**src/rtl/bg_mem_sched.sv**
```systemverilog
// bg_mem_sched
//   Scheduler/arbiter for the single-port background image memory.
//   Active video: issues one scaled display read address per pixel clock,
//   derived from incremental texel counters (no multiply/divide).
//   Blanking: grants a background loader write access, except during the
//   last GUARD cycles of each line so the first display read of the next
//   line can never collide with a write.
//
// Ports
//   clk, rst_n          pixel clock, synchronous active-low reset
//   hcount, vcount      VGA timing position
//   hblnk, vblnk        VGA blanking flags
//   mem_addr/we/wdata   registered memory port (read or write)
//   pix_valid           registered, mem_addr is an in-range display read
//   ld_valid/addr/data  loader write request
//   ld_ready            combinational grant
//   ld_err              one-cycle pulse for an accepted out-of-range write
//
// Loader handshake: a write transfers in every cycle where
// ld_valid && ld_ready. While ld_ready is low the loader holds ld_valid,
// ld_addr and ld_data stable. ld_ready depends only on timing inputs and
// rst_n, never on ld_valid.
module bg_mem_sched #(
  parameter int IMAGE_WIDTH  = 64,
  parameter int IMAGE_HEIGHT = 48,
  parameter int SCALE        = 13,
  parameter int ADDR_W       = 12,
  parameter int H_TOTAL      = 1056,
  parameter int GUARD        = 2
) (
  input  logic              clk,
  input  logic              rst_n,
  input  logic [10:0]       hcount,
  input  logic [10:0]       vcount,
  input  logic              hblnk,
  input  logic              vblnk,
  output logic [ADDR_W-1:0] mem_addr,
  output logic              mem_we,
  output logic [11:0]       mem_wdata,
  output logic              pix_valid,
  input  logic              ld_valid,
  input  logic [ADDR_W-1:0] ld_addr,
  input  logic [11:0]       ld_data,
  output logic              ld_ready,
  output logic              ld_err
);

  localparam int XS_W = (SCALE > 1) ? $clog2(SCALE) : 1;
  localparam logic [XS_W-1:0]   SUB_LAST = XS_W'(SCALE - 1);
  localparam logic [10:0]       WR_END   = 11'(H_TOTAL - GUARD);
  localparam logic [10:0]       IW_L     = 11'(IMAGE_WIDTH);
  localparam logic [10:0]       IH_L     = 11'(IMAGE_HEIGHT);
  localparam logic [ADDR_W-1:0] IW_A     = ADDR_W'(IMAGE_WIDTH);
  localparam logic [ADDR_W:0]   NPIX_L   = (ADDR_W + 1)'(IMAGE_WIDTH * IMAGE_HEIGHT);

  typedef enum logic [1:0] {
    S_DISP     = 2'd0,
    S_BLANK_WR = 2'd1,
    S_GUARD    = 2'd2
  } state_e;

  state_e state_d, state_q;

  logic [XS_W-1:0]   x_sub_q, y_sub_q;
  logic [10:0]       x_idx_q, y_idx_q;
  logic [ADDR_W-1:0] row_base_q;

  logic              ld_fire, ld_in_range, hblnk_rise, rd_in_range;
  logic [ADDR_W-1:0] rd_addr;

  // vcount is not needed: vertical position is tracked by counting lines.
  logic unused_vcount;
  assign unused_vcount = ^vcount;

  // State follows the current timing inputs every cycle.
  always_comb begin
    state_d = S_DISP;
    if (hblnk || vblnk) begin
      state_d = (hcount < WR_END) ? S_BLANK_WR : S_GUARD;
    end
  end

  assign ld_ready    = rst_n && (state_d == S_BLANK_WR);
  assign ld_fire     = ld_valid && ld_ready;
  assign ld_in_range = {1'b0, ld_addr} < NPIX_L;
  // Active video is always followed directly by hblnk within a line, so
  // "last cycle was DISP and hblnk is now high" marks the end of a line.
  assign hblnk_rise  = hblnk && (state_q == S_DISP);
  assign rd_in_range = (x_idx_q < IW_L) && (y_idx_q < IH_L);
  assign rd_addr     = row_base_q + ADDR_W'(x_idx_q);

  always_ff @(posedge clk) begin
    if (!rst_n) begin
      state_q    <= S_DISP;
      mem_addr   <= '0;
      mem_we     <= 1'b0;
      mem_wdata  <= '0;
      pix_valid  <= 1'b0;
      ld_err     <= 1'b0;
      x_sub_q    <= '0;
      x_idx_q    <= '0;
      y_sub_q    <= '0;
      y_idx_q    <= '0;
      row_base_q <= '0;
    end else begin
      state_q   <= state_d;
      mem_we    <= 1'b0;
      pix_valid <= 1'b0;
      ld_err    <= 1'b0;

      case (state_d)
        S_DISP: begin
          pix_valid <= rd_in_range;
          mem_addr  <= rd_in_range ? rd_addr : '0;
          if (x_sub_q == SUB_LAST) begin
            x_sub_q <= '0;
            x_idx_q <= x_idx_q + 11'd1;
          end else begin
            x_sub_q <= x_sub_q + 1'b1;
          end
        end
        S_BLANK_WR: begin
          if (ld_fire) begin
            if (ld_in_range) begin
              mem_we    <= 1'b1;
              mem_addr  <= ld_addr;
              mem_wdata <= ld_data;
            end else begin
              // Consumed but dropped; the loader is told via ld_err.
              ld_err <= 1'b1;
            end
          end
        end
        default: ;
      endcase

      if (hblnk_rise) begin
        x_sub_q <= '0;
        x_idx_q <= '0;
      end

      if (vblnk) begin
        y_sub_q    <= '0;
        y_idx_q    <= '0;
        row_base_q <= '0;
      end else if (hblnk_rise) begin
        if (y_sub_q == SUB_LAST) begin
          y_sub_q    <= '0;
          y_idx_q    <= y_idx_q + 11'd1;
          row_base_q <= row_base_q + IW_A;
        end else begin
          y_sub_q <= y_sub_q + 1'b1;
        end
      end
    end
  end

endmodule
```
**config.mk**
```make
export PLATFORM = sky130hd
export DESIGN_NAME = bg_mem_sched
export DESIGN_NICKNAME = d
export VERILOG_FILES = /design/src/rtl/bg_mem_sched.sv
export SDC_FILE = /design/constraint.sdc
export NUM_CORES = 1
export LEC_CHECK = 0
export BUFFER_PORTS_ARGS = -buffer_cell sky130_fd_sc_hd__buf_2
export CAP_MARGIN = 15
export CORE_ASPECT_RATIO = 1.5
export CORE_MARGIN = 8
export CORE_UTILIZATION = 55
export CTS_BUF_LIST = sky130_fd_sc_hd__clkbuf_2
export DETAILED_ROUTE_END_ITERATION = 7
export GPL_TIMING_DRIVEN = 0
export PLACE_DENSITY = 0.83
export REMOVE_ABC_BUFFERS = 1
export SKIP_CTS_REPAIR_TIMING = 1
export SLEW_MARGIN = 10
export SYNTH_ARGS = -nofsm -noshare
export SYNTH_HDL_FRONTEND = slang
export SYNTH_SLANG_ARGS = --single-unit
```
**constraint.sdc**
```tcl
create_clock -name clk -period 5.1 [get_ports clk]
set_input_delay 0.255 -clock clk [delete_from_list [all_inputs] [get_ports clk]]
set_output_delay 0.255 -clock clk [all_outputs]
set_load 0.02 [all_outputs]
```
Yosys cells after proc, flatten, opt, wreduce, memory -nomap -nowiden
Index checks and enable logic that the tools add are counted.
W data, S select, Z words.
- register bits after elaboration: 71
- word-level logic and storage cells: 53
- add/sub/neg operators: 6
- magnitude comparators: 4
- equality and inequality tests: 5
- mux-type cells: 10
- bitwise gates (word level): 1
- reduce and logical (&&, ||, !) cells: 16
- operators with widths (operator ; number):
    $mux W12 ; 3
    $pmux W12 S2 ; 1
    $add A11 B1 Y11 const B ; 2
    $add A12 B11 Y12 ; 1
    $add A12 B7 Y12 const B ; 1
    $lt A12 B12 Y1 const B ; 1
    $lt A11 B11 Y1 const B ; 1
    $lt A11 B6 Y1 const B ; 1
    $lt A11 B7 Y1 const B ; 1
    $reduce_and A3 Y1 ; 3
    $add A4 B1 Y4 const B ; 2
    $eq A4 B4 Y1 const B ; 2
    $mux W4 ; 2
    $reduce_and A2 Y1 ; 3
    $logic_and A1 B1 Y1 ; 4
    $logic_not A2 Y1 ; 2
    $mux W2 ; 2
    $ne A2 B2 Y1 const B ; 2
    $reduce_or A2 Y1 ; 2
    $eq A2 B1 Y1 const B ; 1
    $mux W1 ; 2
    $reduce_bool A2 Y1 ; 1
    $logic_or A1 B1 Y1 ; 1
    $not A1 Y1 ; 1

Logic depth before layout (Yosys ltp)
- depth in word-level cells: 8
- gate-level depth with buffers: 8

Least setup slack after synthesis
OpenSTA, ideal clock, no wires.
- path kind: reg-to-reg
- start point: reg x_idx_q[7]
- end point: reg mem_addr[11]
- library setup time: 0.058 ns
- arrival: 1.703 ns
- setup slack: 3.339 ns
- stages on the path, launching flop included: 7
- path buffers: 0
- period minus slack after synthesis: 1.761 ns
- cell sequence: dfxtp_1 > ha_1 > a211o_1 > a2111oi_0 > a41oi_1 > a21boi_0 > o221a_2
- cells in the longest elaborated chain, start to end: 4
- elaborated cells on any way between the ends: 5
- those cells by class: add/sub (1); order compare (1); mux (2); reduce/logical (1)
- ends and longest elaborated chain (what ; RTL line ; RTL):
    from (decl) ; 65 ; logic [10:0] x_idx_q, y_idx_q;
    from (signal assigned) ; 117 ; x_idx_q <= x_idx_q + 11'd1;
    $lt A11 B7 Y1 ; 89 ; assign rd_in_range = (x_idx_q < IW_L) && (y_idx_q < IH_L);
    $logic_and A1 B1 Y1 ; 89 ;
    $mux W12 * ; 114 ; mem_addr <= rd_in_range ? rd_addr : '0;
    $pmux W12 S2 * ; 111 ; case (state_d)
    to (signal assigned) ; 114 ;
    to (signal assigned) ; 126 ; mem_addr <= ld_addr;
    to (decl) ; 37 ; output logic [ADDR_W-1:0] mem_addr,
Every way passes the cells marked *; elsewhere a longest branch is shown, timed or not.
A chain may end at the register's enable or synchronous reset.

Final worst setup path
- start point: reg y_sub_q[0]
- end point: reg y_idx_q[8]
- cells in the longest elaborated chain, start to end: 2
- ends and longest elaborated chain (what ; RTL line ; RTL):
    from (decl) ; 64 ; logic [XS_W-1:0] x_sub_q, y_sub_q;
    from (signal assigned) ; 152 ; y_sub_q <= y_sub_q + 1'b1;
    $eq A4 B4 Y1 ; 147 ; if (y_sub_q == SUB_LAST) begin
    $reduce_and A2 Y1 (no source line) ; - ;
    to (signal assigned) ; 149 ; y_idx_q <= y_idx_q + 11'd1;
    to (decl) ; 65 ;
No other way between the ends.

==> results.toml <==
[yosys]
synth_compound_area_frac = 0.138
avgSynthCellArea_sq_um = 8.92
synth_edf_count = 0
async_reset_ff_frac = 0
yosys.cell_types.count = 42
yosys_warnings = 0
synthAdderAreaFrac = 0.0570
yosys.area_share.xor_xnor = 0.0821
synthCells = 335
synth_area_sq_um = 2990
ys_seq_area_frac = 0.436
synth_area_leaders = "dfxtp_1, ha_1, a21oi_1"
yosys.area.top_type = "dfxtp_1"
ys_ff_latch = 65
synth_top_area_frac = 0.436
synth_top_family_by_area = "simple AND/OR/NAND/NOR gates"
synth.mux.area_fraction = 0.0402
ys.flop_type = "dfxtp_1"
synthSimpleGateAreaFrac = 0.216

[timing]
rsz0062_at_grt = "false"
setup_ws_ns = 2.58
period_minus_slack_ns = 2.52
clock_skew_ns = 0.0239
max-slew-margin-rel = 0.402
fmax_ghz = 0.396
tightest_slew_ns = 0.894
drv_slew = 0
setup_tns_ns = 0
finalCritPeriodShare = 0.495
setup_viol = 0
finalHoldViolCount = 0

[routing]
wl_per_cell_um = 14.2
post-route-drc-count = 0
wirelength_um = 6740
vias = 2581
via_per_inst = 5.42
firstDrtPassIters = 4
drtIter0Drc = 187
ant_nets = 0

[outcome]
outcome = "finished clean"

[pwr]
power.leakage_nw = 1.57
p_sw_uw = 240
intPower_uw = 763
peakVddDrop_uv = 146
switching_share = 0.239
clkPwrFrac = 0.387
p_comb_frac = 0.089
powerDensity_nw_per_um2 = 285
pwr-share-seq = 0.525

[finish]
syn2layout_area_growth_pct = 17.6
n_fill_cell = 440
drive_gt1_frac = 0.214
num_antenna_cells = 0
fin_nets = 465

[clocking]
cts-root-buf = "clkbuf_2"
numCtsBuffers = 9
clk_pin_slew_worst_paths_ns = 0.19
cts_num_sinks = 65
cts_tree = "yes"
clk_path_buf_depth = 2
h-tree-depth = 3
clk_latency_ns = 0.50

[critical_path]
crit_required_ns = 5.52
crit_type = "register to register"
cp_num_buf_inv = 1
cp-end-kind = "register"
slowest_delay_ns = 0.72
crit_chain = "inv_1 > ha_1 > nand2_1 > nor2_1 > nand4_1 > or3_1 > a21oi_1"
cp_top_family = "simple AND/OR/NAND/NOR gates"
arrival_ns = 2.94
start_kind = "register"
slowest_stage = "nor2_1"
path_max_fanout = 14

[floorplanning]
core_sq_um = 5370
die_h_um = 106
die_w_um = 76.2
initial_core_util = 0.557
io_pins = 79
dieArea_sq_um = 8100
rows = 33

[grt]
grt_max_degree = 32
grt_pass1_vias = 2472
antenna_found_initial = 0
grt_usage = 0.170
grt_pass1_wl_um = 11500
overflow = 0

[placed_design]
port_buffers = 66
place_congestion = 0.858
hpwlAfterDp_um = 5110
place_ws_ns = 2.58

[run]
drv_cap = 0

[worst_hold_path]
hold_path.class = "primary input to register"
## metrics by stage
step | utilization | power [mW] | hold slack, ns | instances | instance area (sq um)
after floorplan | - | 0.585 | 0.369 | 322 | 2920
after global placement | 0.622 | 0.622 | 0.464 | 458 | 3340
after detailed placement | 0.622 | 0.625 | 0.471 | 458 | 3340
after CTS | 0.651 | 1.01 | -0.0318 | 474 | 3490
after global routing | 0.655 | 1.05 | 0.000854 | 476 | 3510
final | 0.655 | 1.00 | 0.00128 | 476 | 3510
## worst min-delay path, delay by kind of cell
family / cells / cell delay (ns)
AND/OR/NAND/NOR: 1 / 0.10
buffers and inverters: 1 / 0.07
multiplexers: 1 / 0.06
## power groups by stage
stage          clock, mW  sequential, mW  combinational [mW]
3_3_place_gp           0           0.536              0.0854
4_1_cts            0.395           0.526              0.0884
6_report           0.388           0.526              0.0888
3_5_place_dp           0           0.537              0.0880
2_1_floorplan          0           0.549              0.0364
5_1_grt            0.421           0.528              0.0979
## flip-flops by register name (all words and copies together) (netlist names)
register    cells
ld_err          1
mem_wdata      12
x_sub_q         4
pix_valid       1
mem_we          1
y_idx_q        11
row_base_q      6
y_sub_q         4
mem_addr       12
state_q         2
x_idx_q        11
## Yosys cell counts, drive strengths merged (3+ instances only)
library cell   n
or4            3
and3           9
ha            12
buf            3
nor2b         13
o21ai         30
nand2         32
xnor2         12
a21o           3
a21oi         28
xor2          16
nor2          30
nand3          7
mux2i         12
dfxtp         65
inv            8
nor3           8
clkbuf        10
or3            3
nand4          8
nor4           3
and4           3
## logic make-up after synthesis
family | after synthesis
flops | 65
buf+inv | 21
mux | 12
fa+ha+maj | 13
xor+xnor | 28
simple gates | 125
compound gates | 71
## worst paths after layout
path | startpoint | endpoint | slack (ns) | depth (start not counted)
worst max register to register | y_sub_q[0]$_SDFFE_PP0P_ | y_idx_q[8]$_SDFFE_PP0P_ | 2.58 | 7
worst min register to register | x_idx_q[2]$_SDFFE_PP0P_ | mem_addr[2]$_SDFFE_PN0P_ | 0.50 | 2
worst max-delay path | y_sub_q[0]$_SDFFE_PP0P_ | y_idx_q[8]$_SDFFE_PP0P_ | 2.58 | 7
worst min-delay path | ld_data[10] | mem_wdata[10]$_SDFFE_PN0P_ | 0.001 | 3
## routing by layer
layer | up-vias | track usage | routed length (um)
met2 | 73 | 0.290 | 3320
li1 | 1307 | - | -
met1 | 1183 | 0.179 | 2740
met4 | 0 | 0.122 | 274
met3 | 18 | 0.0448 | 397
met5 | - | 0 | 0
## area by class of cell
class,instances,area [sq um],area share
clock buffer,9,45.0,0.0128
clock inverter,7,109,0.0310
inverter,8,30.0,0.00854
multi-input combinational,249,1590,0.453
sequential,65,1300,0.370
tap,70,87.6,0.0249
timing repair buffer,68,350,0.0997
## placed cells by master, fill, tap and decap left out, types with 2 or more instances in the layout
cell type and count:
a21o_1 3, a21oi_1 28, and3_1 9, and4_1 3, buf_2 66, bufinv_16 3, clkbuf_2 9, clkinv_2 3
dfxtp_1 65, dlygate4sd3_1 2, ha_1 12, inv_1 8, mux2i_1 12, nand2_1 32, nand2b_1 2, nand3_1 6
nand4_1 8, nor2_1 30, nor2b_1 13, nor3_1 8, nor4_1 3, o21ai_0 26, o21ai_1 4, or3_1 3
or4_1 2, xnor2_1 12, xor2_1 16
Note: power is estimated with default switching activity, not from simulation.
